### src/rtl/seq_pkg.sv
`default_nettype none
// ============================================================================
//  Module      : seq_pkg
//  Description : Shared constants for the programmable sequence counter:
//                power-on code table, its last index, direction encodings.
//  Revision    : 1.0 - initial release
// ============================================================================
package seq_pkg;

    // Last index of the power-on sequence (ten codes, 0..9).
    localparam int unsigned DEFAULT_LEN = 9;

    // Power-on contents of the low table entries; everything above is zero.
    localparam int unsigned DEFAULT_SEQ [DEFAULT_LEN+1] = '{7, 4, 9, 0, 2, 1, 3, 8, 6, 11};

    // Traversal direction as driven on the dir input.
    localparam logic DIR_FWD = 1'b0;
    localparam logic DIR_REV = 1'b1;

    // Power-on code for table entry i.
    function automatic int unsigned default_code(input int unsigned i);
        if (i <= DEFAULT_LEN) begin
            return DEFAULT_SEQ[i];
        end
        return 0;
    endfunction

endpackage
`default_nettype wire

### src/rtl/seq_table.sv
`default_nettype none
// ============================================================================
//  Module      : seq_table
//  Description : DEPTH x WIDTH code table. Resets to the default sequence,
//                one synchronous write port, two asynchronous read ports
//                (current index and next-step index).
//  Revision    : 1.0 - initial release
// ============================================================================
module seq_table
    import seq_pkg::*;
#(
    parameter int WIDTH = 4,
    parameter int DEPTH = 16,
    parameter int AW    = $clog2(DEPTH)
) (
    input  logic             clk,
    input  logic             rst,
    input  logic             wr_en,
    input  logic [AW-1:0]    wr_addr,
    input  logic [WIDTH-1:0] wr_data,
    input  logic [AW-1:0]    rd_addr_cur,
    output logic [WIDTH-1:0] rd_data_cur,
    input  logic [AW-1:0]    rd_addr_nxt,
    output logic [WIDTH-1:0] rd_data_nxt
);

    logic [WIDTH-1:0] r_mem [DEPTH];

    // Reset restores the default sequence; otherwise one write per cycle.
    always_ff @(posedge clk) begin
        if (rst) begin
            for (int i = 0; i < DEPTH; i++) begin
                r_mem[i] <= WIDTH'(default_code(i));
            end
        end else if (wr_en) begin
            r_mem[wr_addr] <= wr_data;
        end
    end

    // Reads see the registered array, so a write is visible the cycle after it.
    assign rd_data_cur = r_mem[rd_addr_cur];
    assign rd_data_nxt = r_mem[rd_addr_nxt];

endmodule
`default_nettype wire

### src/rtl/param_seq_counter.sv
`default_nettype none
// ============================================================================
//  Module      : param_seq_counter
//  Description : Programmable arbitrary-sequence counter. Walks a writable
//                code table forward or backward over entries 0..len, with
//                hold, index load, range recovery, terminal count and the
//                T-flip-flop excitation vector for the next step.
//  Revision    : 1.0 - initial release
// ============================================================================
module param_seq_counter
    import seq_pkg::*;
#(
    parameter  int WIDTH = 4,
    parameter  int DEPTH = 16,
    localparam int AW    = $clog2(DEPTH)
) (
    input  logic             clk,
    input  logic             rst,
    input  logic             en,
    input  logic             dir,
    input  logic [AW-1:0]    len,
    input  logic             ld,
    input  logic [AW-1:0]    ld_idx,
    input  logic             wr_en,
    input  logic [AW-1:0]    wr_addr,
    input  logic [WIDTH-1:0] wr_data,
    output logic [WIDTH-1:0] q,
    output logic [AW-1:0]    idx,
    output logic [WIDTH-1:0] t_out,
    output logic             tc,
    output logic             range_err
);

    localparam logic [AW-1:0] c_one  = AW'(1);
    localparam logic [AW-1:0] c_zero = '0;

    logic [AW-1:0]    r_idx;
    logic             r_range_err;
    logic [AW-1:0]    w_step;
    logic [AW-1:0]    w_idx_nxt;
    logic             w_range_err;
    logic [WIDTH-1:0] w_code_cur;
    logic [WIDTH-1:0] w_code_step;

    // Index one step away in the current direction, wrapping only at len.
    always_comb begin
        w_step = r_idx;
        if (dir == DIR_REV) begin
            w_step = (r_idx == c_zero) ? len : r_idx - c_one;
        end else begin
            w_step = (r_idx == len) ? c_zero : r_idx + c_one;
        end
    end

    // Next index: load beats range recovery, which beats stepping.
    always_comb begin
        w_idx_nxt   = r_idx;
        w_range_err = 1'b0;
        if (ld) begin
            if (ld_idx <= len) begin
                w_idx_nxt = ld_idx;
            end else begin
                w_idx_nxt   = c_zero;
                w_range_err = 1'b1;
            end
        end else if (r_idx > len) begin
            w_idx_nxt   = c_zero;
            w_range_err = 1'b1;
        end else if (en) begin
            w_idx_nxt = w_step;
        end
    end

    // Index and range-error pulse registers.
    always_ff @(posedge clk) begin
        if (rst) begin
            r_idx       <= c_zero;
            r_range_err <= 1'b0;
        end else begin
            r_idx       <= w_idx_nxt;
            r_range_err <= w_range_err;
        end
    end

    seq_table #(
        .WIDTH (WIDTH),
        .DEPTH (DEPTH),
        .AW    (AW)
    ) u_table (
        .clk         (clk),
        .rst         (rst),
        .wr_en       (wr_en),
        .wr_addr     (wr_addr),
        .wr_data     (wr_data),
        .rd_addr_cur (r_idx),
        .rd_data_cur (w_code_cur),
        .rd_addr_nxt (w_step),
        .rd_data_nxt (w_code_step)
    );

    // q is the table entry at the registered index; a write to that entry
    // (or a move onto the just-written entry) shows up on the next cycle.
    assign q         = w_code_cur;
    assign idx       = r_idx;
    assign range_err = r_range_err;
    assign t_out     = w_code_cur ^ w_code_step;
    assign tc        = en & ~ld & (((dir == DIR_FWD) & (r_idx == len)) |
                                   ((dir == DIR_REV) & (r_idx == c_zero)));

endmodule
`default_nettype wire

### config.mk
export PLATFORM = sky130hd
export DESIGN_NAME = param_seq_counter
export DESIGN_NICKNAME = d
export VERILOG_FILES = /design/src/rtl/seq_pkg.sv /design/src/rtl/seq_table.sv /design/src/rtl/param_seq_counter.sv
export SDC_FILE = /design/constraint.sdc
export NUM_CORES = 1
export LEC_CHECK = 0
export BUFFER_PORTS_ARGS = -buffer_cell sky130_fd_sc_hd__buf_2
export CORE_MARGIN = 5
export CORE_UTILIZATION = 30
export DETAILED_ROUTE_END_ITERATION = 7
export HOLD_SLACK_MARGIN = 0.08
export SLEW_MARGIN = 20
export SYNTH_ARGS = -nofsm -noshare
export SYNTH_HDL_FRONTEND = slang
export SYNTH_SLANG_ARGS = --single-unit
### constraint.sdc
create_clock -name clk -period 6.6 [get_ports clk]
set_input_delay 1.32 -clock clk [delete_from_list [all_inputs] [get_ports clk]]
set_output_delay 1.32 -clock clk [all_outputs]
set_load 0.1 [all_outputs]
==> reports/qor.yml, run 1 <==
status: "complete, no violations"
cpLargestDelayFamily: "compound AO/OA/AOI/OAI gates"
highest_layer: "met4"
drt_iter0_markers: 345
gp_congestion: 0.972
gr-usage-all-layers_pct: 15.3
wl_met2_um: 5990
drt_first_pass_iters: 5
rsz0062_at_grt: "no"
synth_area_per_cell_um2: 11.0
placed_cell_area_mm2: 0.00481
avgRoutedWirePerCell_um: 21.9
clkLatencyLatePin_ps: 330
synthMuxAreaShare_pct: 10.7
place_hpwl_um: 10300
synthSimpleGateAreaFrac_pct: 20.3
stdcell_area_mm2: 0.00513
port-buffer-count: 35
cp_max_fo: 20
synthFlopType: "edfxtp_1"
hold_buffers: 0
cts_tree: "yes"
crit_type: "input pin to output port"
fp.dieH_um: 133
synth_enable_flop_cells: 64
peakVddDrop_mv: 0.213
period_minus_slack_ps: 5890
wl_met1_um: 6000
fin_skew_ps: 3.03
area_growth_pct: 13.6
die_area_mm2: 0.0176
die_w_um: 133
mostFrequentLayoutCell: "edfxtp_1"
path_cells: "buf_2, o211a_1, or3_1, nand2_1, a21oi_2, o21ai_0, o2111ai_1, xor2_1, buf_2"
hold_viol: 0
post_cts_resized: 0
routed_wl_um: 13500
ys_types: 47
vias_per_cell: 5.87
num_rows: 44
boundaryPins: 36
drive_above_1_share_pct: 22.0
cts.sinks: 73
syn_inst: 410
setup_violations: 0
crit_path_max_incr_delay_ps: 590
synth_top_family_by_area: "simple AND/OR/NAND/NOR gates"
final.setup.tns_ps: 0
grt_first_pass_wirelength_um: 20500
syn-cell-area_mm2: 0.00452
synth_warnings: 0
max_freq_ghz: 0.170
cts_buffers: 9
antenna_found_initial: 0
critPathSlowestCell: "or3_1"
p_per_area_mw_per_mm2: 320
max-slew-margin-rel_pct: 46.0
ant_nets: 0
worst_slew_pin_slew_ps: 809
drv_slew: 0
min_period_over_period_pct: 89.2
floorplan.initialDensity_pct: 30.9
syn_nets: 442
cp.buffers_inverters: 2
cp-start-kind: "input pin"
htree_num_levels: 3
p_leak_nw: 1.77
diodes: 0
path_common_cell: "buf_2"
arrival_ps: 4570
layout.nets: 458
cts_max_path_buffers: 2
grt_max_degree: 31
grt_pass1_vias: 3358
cap_violations: 0
end_kind: "output port"
hp-class: "register to register"
async_reset_ff_share_pct: 0
drc_errors: 0
synth_compound_area_share_pct: 14.6
multi_input_area_mm2: 0.00223
num_vias: 3612
synth-seq-area-share_pct: 46.5
seq_area_mm2: 0.00210
postSynthRegisterBits: 73
clkTransAtPathRegs_ps: 60
root_buffer: "clkbuf_16"
synth_xor_area_share_pct: 0.969
cp.required_ps: 5280
yosys.area_share.adder_pct: 2.77
fillerInstances: 1469
final_cell_mix: "edfxtp_1, buf_2, nand2b_1, nor3_1, nor2_1"
post-cts-setup-buffers: 0
grt-ovfl-total: 0
dr_wl_met3_um: 1030
core_mm2: 0.0146
## cells by family (layout without fill, tap and decap cells)
| family | after synthesis | count (layout) |
|---|---|---|
| buffers and inverters | 46 | 67 |
| muxes | 23 | 23 |
| adders and majority gates | 10 | 10 |
| AOI/OAI and AO/OA | 86 | 86 |
| DFF | 73 | 73 |
| xor gates and xnor gates | 5 | 5 |
| and+or+nand+nor | 167 | 167 |
## layer usage
metal,up-vias,global-route usage [%]
li1,1627,-
met1,1796,21.9
met2,167,22.7
met3,22,2.81
met4,0,6.76
met5,-,0
## cells in the mapped netlist (all sizes together), types with 2 or more instances
library cell	count	area, um^2
edfxtp	64	1920
nand2b	27	169
nor3	27	135
clkbuf	25	93.8
nor2	25	93.8
nand2	22	82.6
mux4	20	450
or2	17	106
inv	12	45.0
o221ai	12	105
and2	11	68.8
a2bb2oi	10	87.6
a31oi	10	62.6
ha	10	125
o32ai	10	87.6
buf	9	50.0
dfxtp	9	180
o21ai	9	45.0
a211oi	8	60.1
nor2b	8	50.1
and3	7	43.8
or3	7	43.8
nor4	6	37.5
a21oi	5	28.8
a22oi	5	37.5
o2111ai	4	35.0
o22a	4	35.0
xor2	4	35.0
nand3	3	15.0
a21boi	2	15.0
mux2i	2	20.0
nor3b	2	15.0
o21a	2	15.0
o32a	2	20.0
## metrics by stage
stage | cells | power, mW | setup slack, ps | hold slack [ps] | util (%)
5_1_grt | 615 | 1.70 | 365 | 710 | 35.0
3_3_place_gp | 599 | 1.12 | 900 | 649 | 32.9
4_1_cts | 615 | 1.65 | 726 | 663 | 35.0
2_1_floorplan | 410 | 1.01 | 522 | 1010 | -
6_report | 615 | 1.64 | 710 | 655 | 35.0
3_5_place_dp | 599 | 1.13 | 726 | 650 | 32.9
## worst reg2reg max path: stages, from the launching register on
cell and delay (ps):
dfxtp_1 360, inv_1 140, ha_1 270, o211a_1 370, or3_1 590, nand2_1 350
o21ai_0 280, a22oi_1 90, a211oi_1 290
## layout make-up
class                   instances  share of cell area (%)
clock buffers                  10                    4.46
clock inverters                 6                    1.78
inverters                      12                   0.878
multi-input cells             291                    43.4
flip-flops and latches         73                    41.0
well taps                     184                    4.49
repair buffers                 39                    4.00
## final timing paths
kind	start	end	slack [ps]	depth (start not counted)
worst min-delay path	idx[0]	register	650	2
worst max register to register	idx[0]	idx[2]	3770	8
worst min register to register	idx[0]	register	650	2
worst max-delay path	dir	t_out[3]	710	9
## where the power goes
part | switching, mW | internal, mW | leakage (nW)
clock | 0.191 | 0.333 | 0.157
sequential | 0.0467 | 0.532 | 0.693
combinational | 0.392 | 0.148 | 0.918
## registers in the layout, indices dropped and copies added (netlist names), named ones only
| signal | cells |
|---|---|
| u_table.r_mem | 64 |
| idx | 4 |
| range_err | 1 |
Power figures use the tool's default switching activity.
==> inputs of run 2 (changes only) <==
Settings changed: BUFFER_PORTS_ARGS -buffer_cell sky130_fd_sc_hd__buf_2 to -buffer_cell sky130_fd_sc_hd__clkbuf_2, CORE_MARGIN 5 to 10.
==> run 2 against run 1 <==
- wire length shrank 1.5%
- die area grew 16%
- clock power grew 1%
- critical endpoint unchanged
- largest power group unchanged
- cell count shrank 0.16%
==> reports/qor.yml, run 2 (synthesis gave the netlist of run 1 again) <==
floorplan.initialDensity_pct: 30.9  # unchanged
p_per_area_mw_per_mm2: 321  # +0.24%
largest_reg_flops: 64  # unchanged
path_common_cell: "clkbuf_2"
drc_errors: 0  # unchanged
gr-usage-all-layers_pct: 12.9  # -2.4 points
final.setup.tns_ps: 0  # unchanged
cts_tree: "yes"
hold_depth: 2  # unchanged
setup_violations: 0  # unchanged
critPathSlowestCell: "a21oi_2"
core_mm2: 0.0146  # unchanged
routed_wl_um: 13300  # -1.5%
cp.buffers_inverters: 2  # unchanged
fin_skew_ps: 3.18  # +0.151 ps
rsz0062_at_grt: "no"
path_cells: "clkbuf_2, o211a_1, or3_1, nand2_1, a21oi_2, o21ai_0, o2111ai_1, xor2_1, clkbuf_2"
post_cts_resized: 0  # unchanged
htree_num_levels: 3  # unchanged
num_rows: 44  # unchanged
peakVddDrop_mv: 0.214  # +0.31%
hp-class: "register to register"
crit_type: "input pin to output port"
cp_max_fo: 20  # unchanged
post-cts-setup-buffers: 0  # unchanged
grt_first_pass_wirelength_um: 20100  # -2.0%
fillerInstances: 1463  # -0.41%
boundaryPins: 36  # unchanged
layout.nets: 458  # unchanged
arrival_ps: 4640  # +70 ps
p_leak_nw: 1.77  # about the same
area_growth_pct: 13.5  # about the same
clkTransAtPathRegs_ps: 50  # about the same
die_area_mm2: 0.0204  # +16%
gp_congestion: 1.00  # +3.1%
cts_buffers: 9  # unchanged
cts_max_path_buffers: 2  # unchanged
place_hpwl_um: 10100  # -1.7%
root_buffer: "clkbuf_16"
num_vias: 3601  # -0.30%
top_register: "u_table.r_mem"
dp_slack_ps: 756  # +29.9 ps
end_kind: "output port"
ant_nets: 0  # unchanged
cap_violations: 0  # unchanged
clkLatencyLatePin_ps: 330  # about the same
hold_viol: 0  # unchanged
vias_per_cell: 5.86  # -0.14%
mostFrequentLayoutCell: "edfxtp_1"
max-slew-margin-rel_pct: 44.0  # -2.0 points
grt-ovfl-total: 0  # unchanged
grt_pass1_vias: 3350  # -0.24%
diodes: 0  # unchanged
worst_slew_pin_slew_ps: 839  # +29.9 ps
period_minus_slack_ps: 5960  # +68.0 ps
grt_max_degree: 31  # unchanged
crit_path_max_incr_delay_ps: 610  # +20 ps
port-buffer-count: 35  # unchanged
final_cell_mix: "edfxtp_1, clkbuf_2, nand2b_1, nor3_1, nor2_1"
min_period_over_period_pct: 90.3  # +1.0 points
cpLargestDelayFamily: "compound AO/OA/AOI/OAI gates"
drive_above_1_share_pct: 21.9  # -0.18 points
drv_slew: 0  # unchanged
fp.dieH_um: 143  # +7.5%
die_w_um: 143  # +7.5%
avgRoutedWirePerCell_um: 21.6  # -1.4%
hold_buffers: 0  # unchanged
cts.sinks: 73  # unchanged
drt_iter0_markers: 520  # +51%
drt_first_pass_iters: 5  # unchanged
cp.required_ps: 5280  # about the same
rr_worst_depth: 8  # unchanged
max_freq_ghz: 0.168  # -1.1%
setup_ws_ps: 642  # -68.0 ps
cp-start-kind: "input pin"
antenna_found_initial: 0  # unchanged
cp.depth: 9  # unchanged
status: "complete, no violations"
run 2: final timing paths:
kind	startpoint	to	slack, ps
max	dir	t_out[3]	640
min	idx[1]	idx[1]	650
max reg2reg	idx[0]	register	3810
min reg2reg	idx[1]	idx[1]	650
run 2: metal layers:
metal / GRT usage [%] / vias up / wire length (um) / part of all wire [%]
li1: - / 1620 / - / -
met1: 17.0 / 1755 / 5690 / 43
met2: 18.9 / 191 / 5800 / 44
met3: 3.32 / 35 / 1180 / 8.9
met4: 7.22 / 0 / 580 / 4.4
met5: 0 / - / 0 / 0
run 2: area by class of cell:
cell class	count	area [um^2]	share of cell area, %
Multi-Input combinational cell	291	2230	43.5
Tap cell	184	230	4.49
Clock buffer	9	225	4.39
Timing Repair Buffer	39	205	4.00
Inverter	12	45.0	0.878
Sequential cell	73	2100	41.0
Clock inverter	6	90.1	1.76
run 2: power by group:
part / switching, mW / leakage, nW / internal (mW) / total, mW
registers: 0.0438 / 0.693 / 0.532 / 0.576
logic: 0.392 / 0.921 / 0.147 / 0.539
clock network: 0.198 / 0.154 / 0.331 / 0.529
run 2: worst reg2reg max path, delay by kind of cell (launching register included):
kind / cells / cell delay, ps
flip-flops: 1 / 350
AND/OR/NAND/NOR: 2 / 880
AO/OA/AOI/OAI: 4 / 1020
buffers and inverters: 1 / 140
adder cells (fa/ha/maj): 1 / 290
run 2: stage by stage:
stage | total power, mW | std cells | cell area, um^2 | utilization (%) | hold slack [ps]
after detailed placement | 1.12 | 599 | 4810 | 32.9 | 637
after CTS | 1.65 | 614 | 5130 | 35.0 | 647
final | 1.64 | 614 | 5130 | 35.0 | 648
after global routing | 1.69 | 614 | 5130 | 35.0 | 676
after floorplan | 1.01 | 410 | 4520 | - | 1010
after global placement | 1.12 | 599 | 4810 | 32.9 | 639
==> inputs of run 3 (changes only) <==
Settings changed: CELL_PAD_IN_SITES_DETAIL_PLACEMENT set to 1, CELL_PAD_IN_SITES_GLOBAL_PLACEMENT set to 2, PLACE_DENSITY_LB_ADDON set to 0.1.
==> run 3 against run 2 <==
- design area increased by 0.41%
- global-route usage increased by 2.2 points
- via count decreased by 2.1%
- non-clock buffer count increased by 1
- cell count increased by 0.33%
- count of clock-buffer cells in the layout increased by 5
- sequential cell count unchanged
- combinational power increased by 3%
- critical endpoint unchanged
- largest cell class unchanged
==> reports/qor.yml, run 3 (synthesis gave the netlist of run 1 again) <==
peakVddDrop_mv: 0.166  # -22%
top_register: "u_table.r_mem"
htree_num_levels: 3  # unchanged
layout.nets: 459  # +0.22%
fp.dieH_um: 143  # unchanged
num_vias: 3524  # -2.1%
drc_errors: 0  # unchanged
clkLatencyLatePin_ps: 340  # about the same
period_minus_slack_ps: 5620  # -340 ps
p_per_area_mw_per_mm2: 320  # about the same
ant_nets: 0  # unchanged
drt_iter0_markers: 221  # -57%
drt_first_pass_iters: 4  # -1
cap_violations: 0  # unchanged
cts_buffers: 9  # unchanged
area_growth_pct: 13.9
core_mm2: 0.0146  # unchanged
cp-start-kind: "input pin"
hold_start: "idx[1]"
post_cts_resized: 0  # unchanged
grt-ovfl-total: 0  # unchanged
routed_wl_um: 15000  # +13%
rr_worst_depth: 10  # +2
gr-usage-all-layers_pct: 15.1  # +2.2 points
port-buffer-count: 35  # unchanged
gp_congestion: 0.877  # -12%
final_cell_mix: "edfxtp_1, clkbuf_2, nand2b_1, nor3_1, nor2_1"
min_period_over_period_pct: 85.1  # -5.2 points
drive_above_1_share_pct: 22.2  # +0.36 points
rsz0062_at_grt: "no"
cp_max_fo: 16  # -20%
cts_max_path_buffers: 2  # unchanged
hp-class: "register to register"
die_area_mm2: 0.0204  # unchanged
clkTransAtPathRegs_ps: 60  # about the same
grt_max_degree: 25  # -19%
cp.required_ps: 5280  # about the same
p_leak_nw: 1.78  # +0.88%
total_power_mw: 1.65  # +0.36%
post-cts-setup-buffers: 0  # unchanged
cts.sinks: 73  # unchanged
crit_path_start: "dir"
regToRegStartpoint: "idx[0]"
worst_slew_pin_slew_ps: 873  # +33.5 ps
root_buffer: "clkbuf_16"
drv_slew: 0  # unchanged
hold_depth: 2  # unchanged
boundaryPins: 36  # unchanged
ff2ff_setup_slack_ps: 3920  # +110 ps
mostFrequentLayoutCell: "edfxtp_1"
antenna_found_initial: 0  # unchanged
crit_type: "input pin to output port"
floorplan.initialDensity_pct: 30.9  # unchanged
avgRoutedWirePerCell_um: 24.4  # +13%
end_kind: "output port"
arrival_ps: 4300  # -340 ps
hold_buffers: 0  # unchanged
num_rows: 44  # unchanged
status: "complete, no violations"
largest_reg_flops: 64  # unchanged
max_freq_ghz: 0.178  # +6.1%
max-slew-margin-rel_pct: 41.7  # -2.3 points
fin_skew_ps: 1.11  # -2.07 ps
post-route-util_pct: 35.2  # +0.15 points
place_hpwl_um: 11700  # +16%
setup_violations: 0  # unchanged
hold_viol: 0  # unchanged
cts_tree: "yes"
diodes: 0  # unchanged
vias_per_cell: 5.72  # -2.5%
grt_first_pass_wirelength_um: 23100  # +15%
die_w_um: 143  # unchanged
grt_pass1_vias: 3686  # +10%
final.setup.tns_ps: 0  # unchanged
## run 3: per-layer routing
layer | vias up | GRT usage [%] | wire (um)
met4 | 0 | 4.45 | 228
met1 | 1776 | 20.6 | 7260
li1 | 1623 | - | -
met2 | 105 | 23.2 | 6640
met3 | 20 | 3.81 | 899
met5 | - | 0 | 0
## run 3: final timing paths
check                                 to
worst max-delay path            t_out[3]
worst min-delay path            register
worst max register to register  register
worst min register to register  register
## run 3: area by class of cell
| class | instances | area [um^2] |
|---|---|---|
| well taps | 184 | 230 |
| flip-flops and latches | 73 | 2100 |
| inverters | 12 | 45.0 |
| repair buffers | 40 | 213 |
| fillers | 1617 | 9500 |
| clock buffers | 14 | 318 |
| multi-input cells | 291 | 2230 |
| clock inverters | 2 | 11.3 |
## run 3: worst max-delay path: stages
cell and delay [ps]:
clkbuf_2 200, nor2b_1 730, or3_1 220, nand2_1 170, a21oi_2 550, o21ai_0 180, o2111ai_1 280, xor2_1 170
clkbuf_2 470
## run 3: per-stage QoR
stage | instances | hold slack, ps | setup WS [ps] | instance area, um^2
final | 616 | 633 | 982 | 5150
after global placement | 600 | 646 | 1050 | 4820
after detailed placement | 600 | 628 | 986 | 4820
after global routing | 616 | 699 | 683 | 5150
after floorplan | 410 | 1010 | 522 | 4520
after CTS | 616 | 636 | 994 | 5150
## run 3: report_power, final
group,internal (mW),switching (mW)
logic,0.149,0.405
clock network,0.333,0.189
registers,0.532,0.0418
